### config.mk
export PLATFORM = sky130hd
export DESIGN_NAME = cache_miss_ctrl_flat
export DESIGN_NICKNAME = d
export VERILOG_FILES = /design/src/rtl/cache_miss_ctrl_pkg.sv /design/src/rtl/cache_miss_ctrl_if.sv /design/src/rtl/cache_miss_ctrl.sv /design/src/flat_wrapper.sv
export SDC_FILE = /design/constraint.sdc
export NUM_CORES = 1
export LEC_CHECK = 0
export ABC_CLOCK_PERIOD_IN_PS = 3300
export CAP_MARGIN = 20
export CORE_MARGIN = 10
export CORE_UTILIZATION = 43
export CTS_BUF_LIST = sky130_fd_sc_hd__clkbuf_2
export DETAILED_ROUTE_END_ITERATION = 8
export PLACE_DENSITY = 0.9
export SKIP_LAST_GASP = 1
export SLEW_MARGIN = 15
export SYNTH_ARGS = -nofsm -noshare
export SYNTH_HDL_FRONTEND = slang
export SYNTH_SLANG_ARGS = --single-unit
export TNS_END_PERCENT = 5
### constraint.sdc
create_clock -name clk -period 3.3 [get_ports clk]
set_clock_uncertainty 0.2 [all_clocks]
set_input_delay 0.33 -clock clk [delete_from_list [all_inputs] [get_ports clk]]
set_output_delay 0.33 -clock clk [all_outputs]
set_load 0.02 [all_outputs]
### src/rtl/cache_miss_ctrl_pkg.sv
// Shared widths, FSM state encoding and address field helpers for the cache miss controller.
package cache_pkg;

   localparam int TAG_W   = 26;
   localparam int INDEX_W = 3;
   localparam int HALT_W  = 4;
   localparam int DATA_W  = 32;

   typedef enum logic [2:0] {
      IDLE,
      LOOKUP,
      WB,
      FILL,
      UPDATE,
      RESP
   } state_e;

   function automatic logic [TAG_W-1:0] addr_tag(input logic [31:0] addr);
      return TAG_W'(addr >> (32 - TAG_W));
   endfunction

   function automatic logic [INDEX_W-1:0] addr_index(input logic [31:0] addr);
      return INDEX_W'(addr >> 3);
   endfunction

   function automatic logic [HALT_W-1:0] halt_of(input logic [TAG_W-1:0] tag);
      return HALT_W'(tag);
   endfunction

   function automatic logic [31:0] line_addr(input logic [TAG_W-1:0] tag,
                                             input logic [INDEX_W-1:0] idx);
      return {tag, idx, 3'b000};
   endfunction

endpackage

### src/rtl/cache_miss_ctrl_if.sv
// CPU, storage-array and memory signals of the miss controller; master = controller side.
interface cache_miss_ctrl_if;
   import cache_pkg::*;

   logic              req_valid;
   logic              req_write;
   logic [31:0]       req_addr;
   logic [DATA_W-1:0] req_wdata;
   logic              req_ready;
   logic              resp_valid;
   logic [DATA_W-1:0] resp_rdata;
   logic              resp_hit;

   logic [INDEX_W-1:0] arr_index;
   logic [TAG_W-1:0]   arr_tag;
   logic               arr_valid;
   logic               arr_dirty;
   logic [DATA_W-1:0]  arr_data;
   logic               arr_we;
   logic [TAG_W-1:0]   arr_tag_wr;
   logic               arr_valid_wr;
   logic               arr_dirty_wr;
   logic [DATA_W-1:0]  arr_data_wr;
   logic               halt_we;
   logic [HALT_W-1:0]  halt_tag_wr;

   logic              mem_req;
   logic              mem_we;
   logic [31:0]       mem_addr;
   logic [DATA_W-1:0] mem_wdata;
   logic              mem_ack;
   logic [DATA_W-1:0] mem_rdata;

   modport master (
      input  req_valid, req_write, req_addr, req_wdata,
      output req_ready, resp_valid, resp_rdata, resp_hit,
      input  arr_tag, arr_valid, arr_dirty, arr_data,
      output arr_index, arr_we, arr_tag_wr, arr_valid_wr, arr_dirty_wr, arr_data_wr,
      output halt_we, halt_tag_wr,
      output mem_req, mem_we, mem_addr, mem_wdata,
      input  mem_ack, mem_rdata
   );

   modport slave (
      output req_valid, req_write, req_addr, req_wdata,
      input  req_ready, resp_valid, resp_rdata, resp_hit,
      output arr_tag, arr_valid, arr_dirty, arr_data,
      input  arr_index, arr_we, arr_tag_wr, arr_valid_wr, arr_dirty_wr, arr_data_wr,
      input  halt_we, halt_tag_wr,
      input  mem_req, mem_we, mem_addr, mem_wdata,
      output mem_ack, mem_rdata
   );

endinterface

### src/rtl/cache_miss_ctrl.sv
// Direct-mapped cache controller: lookup, dirty write-back, refill, array update, response.
// Hit load 2 cycles, hit store 3, miss 4 + memory waits; one request in flight, req_ready only in IDLE.
module cache_miss_ctrl
   import cache_pkg::*;
(
   input logic              clk,
   input logic              reset,
   cache_miss_ctrl_if.master bus
);

   state_e             state_q, state_d;
   logic [TAG_W-1:0]   tag_q;
   logic [INDEX_W-1:0] index_q;
   logic               write_q;
   logic [DATA_W-1:0]  wdata_q;
   logic [TAG_W-1:0]   victim_tag_q;
   logic [DATA_W-1:0]  victim_data_q;
   logic [DATA_W-1:0]  line_q;
   logic               hit_q;
   logic               lookup_hit;

   assign lookup_hit = bus.arr_valid && (bus.arr_tag == tag_q);

   always_ff @(posedge clk) begin
      if (reset) state_q <= IDLE;
      else       state_q <= state_d;
   end

   always_comb begin
      state_d = state_q;
      unique case (state_q)
         IDLE:    if (bus.req_valid) state_d = LOOKUP;
         LOOKUP: begin
            if (lookup_hit)                        state_d = write_q ? UPDATE : RESP;
            else if (bus.arr_valid && bus.arr_dirty) state_d = WB;
            else                                   state_d = FILL;
         end
         WB:      if (bus.mem_ack) state_d = FILL;
         FILL:    if (bus.mem_ack) state_d = UPDATE;
         UPDATE:  state_d = RESP;
         RESP:    state_d = IDLE;
         default: state_d = IDLE;
      endcase
   end

   // line_q holds hit data or fill data; hit_q clears once memory is touched.
   always_ff @(posedge clk) begin
      if (reset) begin
         tag_q         <= '0;
         index_q       <= '0;
         write_q       <= 1'b0;
         wdata_q       <= '0;
         victim_tag_q  <= '0;
         victim_data_q <= '0;
         line_q        <= '0;
         hit_q         <= 1'b0;
      end else begin
         if (state_q == IDLE && bus.req_valid) begin
            tag_q   <= addr_tag(bus.req_addr);
            index_q <= addr_index(bus.req_addr);
            write_q <= bus.req_write;
            wdata_q <= bus.req_wdata;
            line_q  <= '0;
            hit_q   <= 1'b1;
         end
         if (state_q == LOOKUP) begin
            if (lookup_hit) begin
               line_q <= bus.arr_data;
            end else begin
               hit_q         <= 1'b0;
               victim_tag_q  <= bus.arr_tag;
               victim_data_q <= bus.arr_data;
            end
         end
         if (state_q == FILL && bus.mem_ack) line_q <= bus.mem_rdata;
      end
   end

   // Strobes are gated by reset so a reset mid-transaction drops them in the same cycle.
   always_comb begin
      bus.req_ready    = (state_q == IDLE);
      bus.resp_valid   = 1'b0;
      bus.resp_rdata   = '0;
      bus.resp_hit     = 1'b0;
      bus.arr_index    = index_q;
      bus.arr_we       = 1'b0;
      bus.arr_tag_wr   = '0;
      bus.arr_valid_wr = 1'b0;
      bus.arr_dirty_wr = 1'b0;
      bus.arr_data_wr  = '0;
      bus.halt_we      = 1'b0;
      bus.halt_tag_wr  = '0;
      bus.mem_req      = 1'b0;
      bus.mem_we       = 1'b0;
      bus.mem_addr     = '0;
      bus.mem_wdata    = '0;
      if (!reset) begin
         unique case (state_q)
            WB: begin
               bus.mem_req   = 1'b1;
               bus.mem_we    = 1'b1;
               bus.mem_addr  = line_addr(victim_tag_q, index_q);
               bus.mem_wdata = victim_data_q;
            end
            FILL: begin
               bus.mem_req  = 1'b1;
               bus.mem_addr = line_addr(tag_q, index_q);
            end
            UPDATE: begin
               bus.arr_we       = 1'b1;
               bus.arr_tag_wr   = tag_q;
               bus.arr_valid_wr = 1'b1;
               bus.arr_dirty_wr = write_q;
               bus.arr_data_wr  = write_q ? wdata_q : line_q;
               bus.halt_we      = 1'b1;
               bus.halt_tag_wr  = halt_of(tag_q);
            end
            RESP: begin
               bus.resp_valid = 1'b1;
               bus.resp_rdata = write_q ? '0 : line_q;
               bus.resp_hit   = hit_q;
            end
            default: ;
         endcase
      end
   end

endmodule

### src/flat_wrapper.sv
// flat-port wrapper written by rule: the top's interface ports become plain ports
module cache_miss_ctrl_flat import cache_pkg::*;
  (clk, reset, bus_req_valid, bus_req_write, bus_req_addr, bus_req_wdata, bus_req_ready, bus_resp_valid, bus_resp_rdata, bus_resp_hit, bus_arr_tag, bus_arr_valid, bus_arr_dirty, bus_arr_data, bus_arr_index, bus_arr_we, bus_arr_tag_wr, bus_arr_valid_wr, bus_arr_dirty_wr, bus_arr_data_wr, bus_halt_we, bus_halt_tag_wr, bus_mem_req, bus_mem_we, bus_mem_addr, bus_mem_wdata, bus_mem_ack, bus_mem_rdata);
  cache_miss_ctrl_if bus_i ();
  input logic clk;
  input logic reset;
  input wire logic [$bits(bus_i.req_valid)-1:0] bus_req_valid;
  input wire logic [$bits(bus_i.req_write)-1:0] bus_req_write;
  input wire logic [$bits(bus_i.req_addr)-1:0] bus_req_addr;
  input wire logic [$bits(bus_i.req_wdata)-1:0] bus_req_wdata;
  output wire logic [$bits(bus_i.req_ready)-1:0] bus_req_ready;
  output wire logic [$bits(bus_i.resp_valid)-1:0] bus_resp_valid;
  output wire logic [$bits(bus_i.resp_rdata)-1:0] bus_resp_rdata;
  output wire logic [$bits(bus_i.resp_hit)-1:0] bus_resp_hit;
  input wire logic [$bits(bus_i.arr_tag)-1:0] bus_arr_tag;
  input wire logic [$bits(bus_i.arr_valid)-1:0] bus_arr_valid;
  input wire logic [$bits(bus_i.arr_dirty)-1:0] bus_arr_dirty;
  input wire logic [$bits(bus_i.arr_data)-1:0] bus_arr_data;
  output wire logic [$bits(bus_i.arr_index)-1:0] bus_arr_index;
  output wire logic [$bits(bus_i.arr_we)-1:0] bus_arr_we;
  output wire logic [$bits(bus_i.arr_tag_wr)-1:0] bus_arr_tag_wr;
  output wire logic [$bits(bus_i.arr_valid_wr)-1:0] bus_arr_valid_wr;
  output wire logic [$bits(bus_i.arr_dirty_wr)-1:0] bus_arr_dirty_wr;
  output wire logic [$bits(bus_i.arr_data_wr)-1:0] bus_arr_data_wr;
  output wire logic [$bits(bus_i.halt_we)-1:0] bus_halt_we;
  output wire logic [$bits(bus_i.halt_tag_wr)-1:0] bus_halt_tag_wr;
  output wire logic [$bits(bus_i.mem_req)-1:0] bus_mem_req;
  output wire logic [$bits(bus_i.mem_we)-1:0] bus_mem_we;
  output wire logic [$bits(bus_i.mem_addr)-1:0] bus_mem_addr;
  output wire logic [$bits(bus_i.mem_wdata)-1:0] bus_mem_wdata;
  input wire logic [$bits(bus_i.mem_ack)-1:0] bus_mem_ack;
  input wire logic [$bits(bus_i.mem_rdata)-1:0] bus_mem_rdata;
  assign bus_i.req_valid = bus_req_valid;
  assign bus_i.req_write = bus_req_write;
  assign bus_i.req_addr = bus_req_addr;
  assign bus_i.req_wdata = bus_req_wdata;
  assign bus_req_ready = bus_i.req_ready;
  assign bus_resp_valid = bus_i.resp_valid;
  assign bus_resp_rdata = bus_i.resp_rdata;
  assign bus_resp_hit = bus_i.resp_hit;
  assign bus_i.arr_tag = bus_arr_tag;
  assign bus_i.arr_valid = bus_arr_valid;
  assign bus_i.arr_dirty = bus_arr_dirty;
  assign bus_i.arr_data = bus_arr_data;
  assign bus_arr_index = bus_i.arr_index;
  assign bus_arr_we = bus_i.arr_we;
  assign bus_arr_tag_wr = bus_i.arr_tag_wr;
  assign bus_arr_valid_wr = bus_i.arr_valid_wr;
  assign bus_arr_dirty_wr = bus_i.arr_dirty_wr;
  assign bus_arr_data_wr = bus_i.arr_data_wr;
  assign bus_halt_we = bus_i.halt_we;
  assign bus_halt_tag_wr = bus_i.halt_tag_wr;
  assign bus_mem_req = bus_i.mem_req;
  assign bus_mem_we = bus_i.mem_we;
  assign bus_mem_addr = bus_i.mem_addr;
  assign bus_mem_wdata = bus_i.mem_wdata;
  assign bus_i.mem_ack = bus_mem_ack;
  assign bus_i.mem_rdata = bus_mem_rdata;
  cache_miss_ctrl u_core (.clk(clk), .reset(reset), .bus(bus_i));
endmodule
# Word level (Yosys, flattened, before mapping)
# Cells that the tools add are included.
[classes] eq_ne=9 muxes=40 n_bitwise=1 n_reduce_logical=8
[ops] operator="$mux 32" n=13
[ops] operator="$pmux 32 s2" n=1
[ops] operator="$mux 26" n=2
[ops] operator="$eq 26x26->1" n=1
[ops] operator="$mux 1" n=17
[ops] operator="$pmux 3 s5" n=1
[ops] operator="$mux 3" n=4
[ops] operator="$mux 4" n=2
[ops] operator="$eq 3x2->1 const B" n=2
[ops] operator="$eq 3x3->1 const B" n=2
[ops] operator="$ne 2x2->1 const B" n=3
[ops] operator="$logic_and 1x1->1" n=4
[ops] operator="$eq 3x1->1 const B" n=1
[ops] operator="$logic_not 3->1" n=1
[ops] operator="$reduce_and 3->1" n=1
[ops] operator="$reduce_and 2->1" n=1
[ops] operator="$reduce_or 2->1" n=1
[ops] operator="$not 1->1" n=1
[word_totals] reg_bits=156 in_bits=161 out_inout_bits=170 elab_cells=67

# Logic depth before layout (Yosys ltp)
# Gate-level depths: netlist of the first run.
[logic_depth] depth_word=6 ltp_mapped=8 depth_no_buf=5

# Worst setup path after synthesis of the first run
# OpenSTA, ideal clock, no wires.
[synth_path] path_type="register to output" from="register u_core.state_q[0]" to="output bus_halt_tag_wr[0]" arrival_ns=2.057 t_required_ns=2.770 path_slack_ns=0.713 path_stages_with_launch=9 n_path_buf=4 path_cell_list="dfxtp_1 -> buf_4 -> nand2b_1 -> or3_1 -> clkbuf_1 -> inv_1 -> clkbuf_1 -> and2_1 -> buf_4"
[synth_via] elab_chain_cells=3
[synth_rtl] element="start, declared" line_no="cache_miss_ctrl.sv:11" rtl="state_e state_q, state_d;"
[synth_rtl] element="start signal, assigned" line_no="cache_miss_ctrl.sv:26" rtl="else state_q <= state_d;"
[synth_rtl] element="$eq 3x3->1" line_no="cache_miss_ctrl.sv:98" rtl="unique case (state_q)"
[synth_rtl] element="$mux 4" line_no="cache_miss_ctrl.sv:98"
[synth_rtl] element="$mux 4" line_no="cache_miss_ctrl.sv:97" rtl="if (!reset) begin"
[synth_rtl] element="end, declared" line_no="flat_wrapper.sv:26" rtl="output wire logic [$bits(bus_i.halt_tag_wr)-1:0] bus_halt_tag_wr;"
# No other way between the ends.

# Final worst setup path of the first run
[layout_path] from="input bus_arr_tag[21]" to="register u_core.line_q[12]"
[layout_via] elab_chain_cells=5
[layout_rtl] element="start, declared" line_no="flat_wrapper.sv:15" rtl="input wire logic [$bits(bus_i.arr_tag)-1:0] bus_arr_tag;"
[layout_rtl] element="$eq 26x26->1" line_no="cache_miss_ctrl.sv:22" rtl="assign lookup_hit = bus.arr_valid && (bus.arr_tag == tag_q);"
[layout_rtl] element="$logic_and 1x1->1" line_no="cache_miss_ctrl.sv:22"
[layout_rtl] element="$mux 32" line_no="cache_miss_ctrl.sv:67" rtl="if (lookup_hit) begin"
[layout_rtl] element="$mux 32" line_no="cache_miss_ctrl.sv:66" rtl="if (state_q == LOOKUP) begin"
[layout_rtl] element="$mux 32" line_no="cache_miss_ctrl.sv:75" rtl="if (state_q == FILL && bus.mem_ack) line_q <= bus.mem_rdata;"
[layout_rtl] element="end signal, assigned" line_no="cache_miss_ctrl.sv:68" rtl="line_q <= bus.arr_data;"
[layout_rtl] element="end signal, assigned" line_no="cache_miss_ctrl.sv:75"
[layout_rtl] element="end, declared" line_no="cache_miss_ctrl.sv:18" rtl="logic [DATA_W-1:0] line_q;"
# No other way between the ends.
# A chain may end at the register's enable or synchronous reset.

==> results.toml, run 1 <==
[outcome]
status = "finished, violations left"
violations = "setup timing"

[placed_design]
numPortBuffers = 324
gp_congestion = 0.8297
place_area_um2 = 11620
dp_hpwl_um = 22130
post-place-cells = 1487

[synth]
synth-xor-area-share_pct = 2.767
synth_top_family_by_area = "simple AND/OR/NAND/NOR gates"
synthesis.area_um2 = 8230
synth_seq_cells = 156
yosys.area_share.adder_pct = 0
synth_mux_area_share_pct = 10.95
synth_compound_area_share_pct = 13.71
synth.distinct_cells = 33
ys_warn_count = 0
synth.avg_cell_area_um2 = 8.181
synthSimpleGateAreaFrac_pct = 29.20
synth-seq-area-share_pct = 37.94
syn_inst = 1006

[grt]
grt_pass1_wl_um = 56640
grt_max_degree = 101
gr-total-overflow = 0
first_global_vias = 10270
grt_use_met2_pct = 49.05
antenna_found_initial = 5
use_met3_pct = 8.203
grtUsageTotal_pct = 28.70
busiest_layer = "met2"
gr-usage-met1_pct = 30.71

[drt]
num_vias = 9633
drtIter0Drc = 765
drc_errors = 0
wl_per_cell_um = 22.11
wirelength_um = 37520
drt_pass1_iterations = 7
avgViaCountPerCell = 5.676
antenna_left = 0

[layout]
stdcell_count = 1697
post-route-cell-area_um2 = 13690
final_cell_mix = "308 x clkdlybuf4s50_1, 175 x dlygate4sd3_1, 152 x dfxtp_1"
nNetsFinal = 1608
final_common_cell = "clkdlybuf4s50_1"
area_growth_pct = 66.31
drive_above_1_share_pct = 4.801

[floorplan]
die_area_um2 = 25070
start_util_pct = 43.85
die_y_um = 158.4
fp-row-count = 50
io_pins = 331
core_area_um2 = 18770
die_x_um = 158.4

[critical_path]
worstPathMaxFanout = 25
arrival_ns = 3.90
required_ns = 3.77
crit_path_end_kind = "flip-flop"
cp-start-kind = "input pin"
crit_type = "in2reg"

[clock_tree]
clk_pin_slew_ns = 0.25
cts_buffers = 17
clk_path_buf_depth = 2
cts_sinks = 156
clk_latency_ns = 0.77
root_buffer = "clkbuf_2"
post_cts_buffers = 0
cts_tree = "yes"
htreeDepth = 4

[sta]
finalSetupViolCount = 88
fin_ws_ns = -0.1294
rsz0062_at_grt = "true"
slew_violations = 0
period_needed_ns = 3.429
finalHoldViolations = 0
post-route-period-util_pct = 103.9
relSlewSlack_pct = 41.96
worst_pin_slew_ns = 0.8706
setup_tns_ns = -4.160
max_freq_ghz = 0.2916

[job]
maxCapViolations = 0

[pwr]
p_total_uw = 4635
power_density_nw_per_um2 = 338.6
p_leak_uw = 0.005086
peakVddDrop_uv = 181.2

[hold_path]
hold_path_class = "in2reg"
-- cell usage after synthesis --
master	count	area share [%]
buf_6	1	0.14
clkbuf_1	83	3.8
o21ai_0	1	0.061
or4_1	2	0.18
nand2b_1	119	9.0
o21ba_2	1	0.12
or3_1	2	0.15
buf_4	10	0.91
nand4b_1	1	0.11
nor4bb_1	1	0.12
buf_2	6	0.36
nor4_1	1	0.076
conb_1	1	0.046
nor3_1	5	0.30
xnor2_1	26	2.8
a22o_1	26	2.8
dfxtp_1	156	38
or2_2	1	0.076
nor4_2	2	0.30
a31o_2	1	0.11
inv_1	1	0.046
mux2i_1	90	11
o211ai_1	32	2.9
nand4_1	6	0.46
buf_1	3	0.14
and2_1	96	7.3
a311oi_1	33	3.5
or3b_4	1	0.14
nand3_1	33	2.0
nand2_1	128	5.8
o21a_1	1	0.091
a21oi_1	68	4.1
nor2_1	68	3.1
-- path summary, 6_finish.rpt --
kind,start,endpoint,slack [ns],cells past startpoint
worst max-delay path,bus_arr_tag[21],u_core.line_q[12],-0.13,9
worst min-delay path,bus_mem_ack,u_core.state_q[1],0.15,3
worst max register to register,u_core.tag_q[5],u_core.line_q[15],0.07,7
worst min register to register,u_core.wdata_q[25],u_core.wdata_q[25],0.27,2
-- final cells by class --
| class | instances | area [um2] |
|---|---|---|
| Timing Repair Buffer | 523 | 5229 |
| Fill cell | 1232 | 5080 |
| Multi-Input combinational cell | 748 | 4736 |
| Sequential cell | 156 | 3128 |
| Tap cell | 234 | 292.8 |
| Clock inverter | 12 | 196.4 |
| Clock buffer | 18 | 90.09 |
| Antenna cell | 5 | 12.51 |
| Inverter | 1 | 3.754 |
-- flip-flops by register name, indices dropped and copies added, names as in the netlist --
name	flops
u_core.tag_q	26
u_core.bus.arr_index	3
u_core.wdata_q	32
u_core.victim_data_q	32
u_core.hit_q	1
u_core.write_q	1
u_core.state_q	3
u_core.line_q	32
u_core.victim_tag_q	26
-- what timing repair did --
action	CTS	global route
endpoints found under the setup margin	159	168
endpoints found under the hold margin	154	0
hold buffers	175	0
resized for setup	11	8
-- metal layers --
layer  routed length, um  up-vias  part of all wire [%]
met5                  13        -                 0.035
met4                2084        2                   5.6
met3                3407      142                   9.1
met2               18510      602                    49
met1               13500     4596                    36
li1                    -     4291                     -
-- stage by stage --
stage,hold WS (ns),setup WS [ns],utilization [%]
floorplan,0.2360,0.7128,-
global placement,0.2415,0.4787,61.91
detailed placement,0.2461,0.3648,61.91
CTS,0.07935,-0.1330,72.76
global route,0.1160,-0.2678,72.92
finish,0.1471,-0.1294,72.93
-- logic make-up (layout without fill, tap and decap cells) --
group	Yosys count	count (layout)
compound gates	163	163
xor+xnor	26	26
other cells	1	8
simple gates	466	466
mux	90	90
flops	156	156
buf+inv	104	554
-- critical path, cell delays in order --
cell and delay (ns):
dlygate4sd3_1 0.57, clkdlybuf4s50_1 0.50, xnor2_1 0.26, nand4_1 0.29, or4_1 0.65, buf_4 0.28
o211ai_1 0.22, a311oi_1 0.14, dlygate4sd3_1 0.65
-- power by group --
group / internal (uW) / switching, uW / total, uW
combinational: 590 / 553 / 1140
clock: 566 / 752 / 1320
sequential: 2050 / 129 / 2170
Power figures use the tool's default switching activity.
==> run 2, diff against run 1 <==
--- a/config.mk
+++ b/config.mk
@@ -7,7 +7,7 @@
 export LEC_CHECK = 0
 export ABC_CLOCK_PERIOD_IN_PS = 3300
 export CAP_MARGIN = 20
-export CORE_MARGIN = 10
+export CORE_MARGIN = 2
 export CORE_UTILIZATION = 43
 export CTS_BUF_LIST = sky130_fd_sc_hd__clkbuf_2
 export DETAILED_ROUTE_END_ITERATION = 8
==> run 2 against run 1 <==
The flow still finishes with violations (setup timing). Total power down 5.6%. Hold slack worse by 0.064 ns. Largest power group unchanged. Worst setup slack better by 0.093 ns.
==> results.toml, run 2 (synthesized netlist as in run 1, its figures left out) <==
[clock_tree]
htreeDepth = 4
cts_sinks = 156
root_buffer = "clkbuf_2"
clk_pin_slew_ns = 0.25
post_cts_buffers = 0
clk_path_buf_depth = 2
cts_buffers = 17
clk_latency_ns = 0.76
cts_tree = "yes"

[pwr]
p_leak_uw = 0.005028
power_density_nw_per_um2 = 321.6
peakVddDrop_uv = 192.7

[sta]
finalHoldViolations = 0
rsz0062_at_grt = "true"
fin_ws_ns = -0.03679
max_freq_ghz = 0.2997
slew_violations = 0
finalSetupViolCount = 18
period_needed_ns = 3.337
post-route-period-util_pct = 101.1
worst_pin_slew_ns = 0.8890
relSlewSlack_pct = 40.60
setup_tns_ns = -0.2784

[critical_path]
arrival_ns = 2.81
cp-start-kind = "flip-flop"
required_ns = 2.77
r2r_end = "u_core.line_q[24]"
crit_path_end_kind = "output port"
reg2reg_depth = 7
reg2reg_slack_ns = 0.22
crit_type = "reg2out"
r2r_start = "u_core.tag_q[12]"
worstPathMaxFanout = 19

[layout]
area_growth_pct = 65.37
final_cell_mix = "310 x clkdlybuf4s50_1, 172 x dlygate4sd3_1, 152 x dfxtp_1"
largest_registers = "u_core.line_q: 32 flops, u_core.victim_data_q: 32 flops, u_core.wdata_q: 32 flops"
nNetsFinal = 1607
final_common_cell = "clkdlybuf4s50_1"
stdcell_count = 1694
drive_above_1_share_pct = 5.072
post-route-cell-area_um2 = 13610

[grt]
first_global_vias = 9966
grt_pass1_wl_um = 52680
antenna_found_initial = 1
grt_max_degree = 106
gr-total-overflow = 0
grtUsageTotal_pct = 33.20

[placed_design]
dp_hpwl_um = 20370
post-place-cells = 1489
gp_congestion = 0.8572
place_ws_ns = 0.3928
place_area_um2 = 11630
numPortBuffers = 324

[drt]
num_vias = 9445
drt_pass1_iterations = 7
wl_per_cell_um = 20.16
antenna_left = 0
drc_errors = 0
drtIter0Drc = 562
avgViaCountPerCell = 5.576
wirelength_um = 34150

[hold_path]
min_to = "u_core.victim_data_q[11]"
hold_path_startpoint = "bus_arr_data[11]"
whs_path_depth = 3
hold_path_class = "in2reg"

[floorplan]
fp-row-count = 50
start_util_pct = 43.85
core_area_um2 = 18770
io_pins = 331
die_x_um = 142.4
die_area_um2 = 20260
die_y_um = 142.4

[outcome]
status = "finished, violations left"
violations = "setup timing"

[job]
maxCapViolations = 0
-- run 2: cell types whose count changed in the layout (fill, tap and decap cells not counted), sizes merged --
cell / change
diode: -4
buf: +2
inv: +2
clkinv: -1
dlygate4sd3: -3
dlymetal6s2s: -1
bufinv: -4
clkinvlp: +3
clkdlybuf4s50: +2
dlygate4sd2: -1
clkbuf: +2
-- run 2: worst max path at each step --
stage,startpoint,endpoint,slack (ns),cells after the start
2_1_floorplan,u_core.state_q[0],bus_halt_tag_wr[0],0.71,8
3_3_place_gp,bus_arr_tag[5],u_core.line_q[27],0.47,7
3_5_place_dp,bus_arr_tag[5],u_core.state_q[0],0.39,6
4_1_cts,u_core.state_q[2],bus_halt_tag_wr[3],-0.11,6
5_1_grt,u_core.state_q[0],bus_arr_tag_wr[16],-0.22,6
6_report,u_core.state_q[0],bus_arr_tag_wr[16],-0.04,6
-- run 2: worst max-delay path, cell delays in order, from the launching register on --
cell and delay (ns):
dfxtp_2 0.42, nand2b_1 0.20, or3_1 0.35, inv_1 0.10, buf_4 0.23, and2_1 0.18
clkdlybuf4s50_1 0.61
-- run 2: layer usage --
metal | up-vias | GRT usage, % | part of all wire, %
li1 | 4281 | - | -
met1 | 4507 | 36.06 | 37
met2 | 538 | 60.36 | 51
met3 | 119 | 7.301 | 7.5
met4 | 0 | 17.40 | 4.4
met5 | - | 0 | 0
-- run 2: report_power, final --
group	internal, uW	total (uW)	switching (uW)
clock	286	1050	765
combinational	599	1150	553
sequential	2040	2170	130
total	2930	4380	1450
-- run 2: cell type report --
cell class | count | area, um2
antenna | 1 | 2.502
clock buffer | 20 | 100.1
clock inverter | 12 | 115.1
fill | 1255 | 5157
inverter | 1 | 3.754
multi-input combinational | 748 | 4742
sequential | 156 | 3133
tap | 234 | 292.8
timing repair buffer | 522 | 5221
-- run 2: timing repair --
action                                  in CTS  in global routing
endpoints found under the setup margin     157                156
hold endpoints to repair                   153                  0
gates resized for setup                     14                  8
hold buffers                               172                  0
pin swaps                                    0                  0
cloned                                       0                  0
-- run 2: through the flow --
| step | hold slack, ns | util [%] | total power, uW |
|---|---|---|---|
| after floorplan | 0.2360 | - | 2702 |
| after global placement | 0.2412 | 61.99 | 3114 |
| after detailed placement | 0.2463 | 61.99 | 3145 |
| after CTS | 0.01930 | 72.40 | 4325 |
| after global routing | 0.007449 | 72.52 | 4553 |
| final | 0.08310 | 72.52 | 4377 |
==> run 3, diff against run 2 <==
--- a/config.mk
+++ b/config.mk
@@ -5,7 +5,7 @@
 export SDC_FILE = /design/constraint.sdc
 export NUM_CORES = 1
 export LEC_CHECK = 0
-export ABC_CLOCK_PERIOD_IN_PS = 3300
+export ABC_CLOCK_PERIOD_IN_PS = 3900
 export CAP_MARGIN = 20
 export CORE_MARGIN = 2
 export CORE_UTILIZATION = 43
==> constraint.sdc (replaced) <==
create_clock -name clk -period 3.9 [get_ports clk]
set_clock_uncertainty 0.2 [all_clocks]
set_input_delay 0.39 -clock clk [delete_from_list [all_inputs] [get_ports clk]]
set_output_delay 0.39 -clock clk [all_outputs]
set_load 0.02 [all_outputs]
==> run 3 against run 2 <==
The flow now finishes without violations. Highest routed layer unchanged. Flip-flop and latch count did not move. Sequential power is 16% lower. Critical path type is now in2reg. Die area stayed put. Largest cell class is now multi-input gates. Sequential share of layout area is 0.85 points higher.
==> results.toml, run 3 (synthesized netlist as in run 1, its figures left out) <==
[outcome]
status = "complete, no violations"

[clock_tree]
clk_latency_ns = 0.74
cts_tree = "yes"
cts_buffers = 17
cts_sinks = 156
clk_pin_slew_ns = 0.26
htreeDepth = 4
root_buffer = "clkbuf_2"
clk_path_buf_depth = 2

[drt]
antenna_left = 0
drc_errors = 0
wirelength_um = 31720
num_vias = 9067
wl_per_cell_um = 19.26
drtIter0Drc = 511
avgViaCountPerCell = 5.505
drt_pass1_iterations = 5

[floorplan]
io_pins = 331
die_area_um2 = 20260
die_x_um = 142.4
fp-row-count = 50
die_y_um = 142.4
start_util_pct = 43.85
core_area_um2 = 18770

[hold_path]
hold_path_class = "in2reg"
whs_path_depth = 3
hold_path_startpoint = "bus_arr_data[31]"
min_to = "u_core.line_q[31]"

[sta]
worst_pin_slew_ns = 0.9625
relSlewSlack_pct = 35.84
slew_violations = 0
rsz0062_at_grt = "false"
period_needed_ns = 3.735
post-route-period-util_pct = 95.76
setup_tns_ns = 0
hold-worst-slack_ns = 0.05423
max_freq_ghz = 0.2678
finalHoldViolations = 0
finalSetupViolCount = 0

[placed_design]
numPortBuffers = 324
place_area_um2 = 11560
gp_congestion = 0.8706
dp_hpwl_um = 19430

[critical_path]
worstPathMaxFanout = 23
crit_path_frequent_cell = "dlygate4sd3_1"
cp_top_family = "buffers and inverters"
path_cells = "dlygate4sd3_1, clkdlybuf4s50_1, xnor2_1, nand4_1, or4_1, buf_4, o211ai_1, a311oi_1, dlygate4sd3_1"
r2r_start = "u_core.tag_q[6]"
reg2reg_depth = 7
critPathSlowestCell = "or4_1"
cp-start-kind = "input pin"
reg2reg_slack_ns = 0.46
slowest_delay_ns = 0.84
arrival_ns = 4.21
critPathBufInv = 4
r2r_end = "u_core.line_q[17]"
required_ns = 4.37
crit_path_end_kind = "flip-flop"
crit_type = "in2reg"
crit_cells = 9

[grt]
first_global_vias = 9246
antenna_found_initial = 1
grtUsageTotal_pct = 30.16
grt_max_degree = 80
gr-total-overflow = 0
grt_pass1_wl_um = 48110

[layout]
nNetsFinal = 1560
final_cell_mix = "323 x clkdlybuf4s50_1, 154 x dfxtp_1, 131 x dlygate4sd3_1"
final_common_cell = "clkdlybuf4s50_1"
post-route-cell-area_um2 = 13100
drive_above_1_share_pct = 4.745
largest_registers = "u_core.line_q: 32 flops, u_core.victim_data_q: 32 flops, u_core.wdata_q: 32 flops"
final_core_util_pct = 69.77
area_growth_pct = 59.11

[pwr]
peakVddDrop_uv = 153.3
p_leak_uw = 0.004618
p_total_uw = 3622
power_density_nw_per_um2 = 276.6

[job]
maxCapViolations = 0
## run 3: cell count changes in the layout (fill, tap and decap cells not counted), moves of 4 or more
cell / change
dlygate4sd2_1: -6
inv_6: +4
clkdlybuf4s50_1: +13
dlygate4sd3_1: -41
dlymetal6s2s_1: -7
## run 3: stage by stage
stage | setup WS (ns) | instances
after floorplan | 1.253 | 1008
after global placement | 0.7378 | 1483
after detailed placement | 0.6764 | 1483
after CTS | 0.1697 | 1640
after global routing | 0.06468 | 1647
final | 0.1654 | 1647
## run 3: worst max path at each step
stage                            from                 end
CTS                 u_core.state_q[1]    bus_mem_addr[12]
finish                bus_arr_tag[21]   u_core.line_q[17]
floorplan           u_core.state_q[0]  bus_halt_tag_wr[0]
global route        u_core.state_q[2]    bus_arr_dirty_wr
detailed placement    bus_arr_tag[21]   u_core.line_q[19]
global placement      bus_arr_tag[21]   u_core.line_q[29]
## run 3: layout make-up
type                    count  area (um2)
diodes                      1       2.502
clock buffers              17       85.08
clock inverters            15       131.4
fillers                  1290        5673
inverters                   1       3.754
multi-input cells         748        4736
flip-flops and latches    156        3126
well taps                 234       292.8
repair buffers            475        4718
## run 3: metal layers
layer,up-vias,GRT usage (%),part of all wire [%]
met4,0,16.00,4.4
met5,-,0,0
met2,443,52.20,49
li1,4182,-,-
met3,100,7.268,7.4
met1,4342,34.45,39
## run 3: repair_timing
action / 4_1_cts / 5_1_grt
hold buffers: 125 / 6
setup endpoints to repair: 0 / 1
resized for setup: 0 / 1
setup buffers: 0 / 0
hold endpoints to repair: 139 / 7
## run 3: worst reg2reg max path, cell delays in order, from the launching register on
cell and delay (ns):
dfxtp_1 0.42, xnor2_1 0.31, nand3_1 0.23, or4_1 0.84, buf_4 0.35, o211ai_1 0.30, a311oi_1 0.14, dlygate4sd3_1 0.59
## run 3: power breakdown
group / internal [uW] / switching [uW]
sequential: 1730 / 104
clock: 192 / 683
combinational: 469 / 444
total: 2390 / 1230
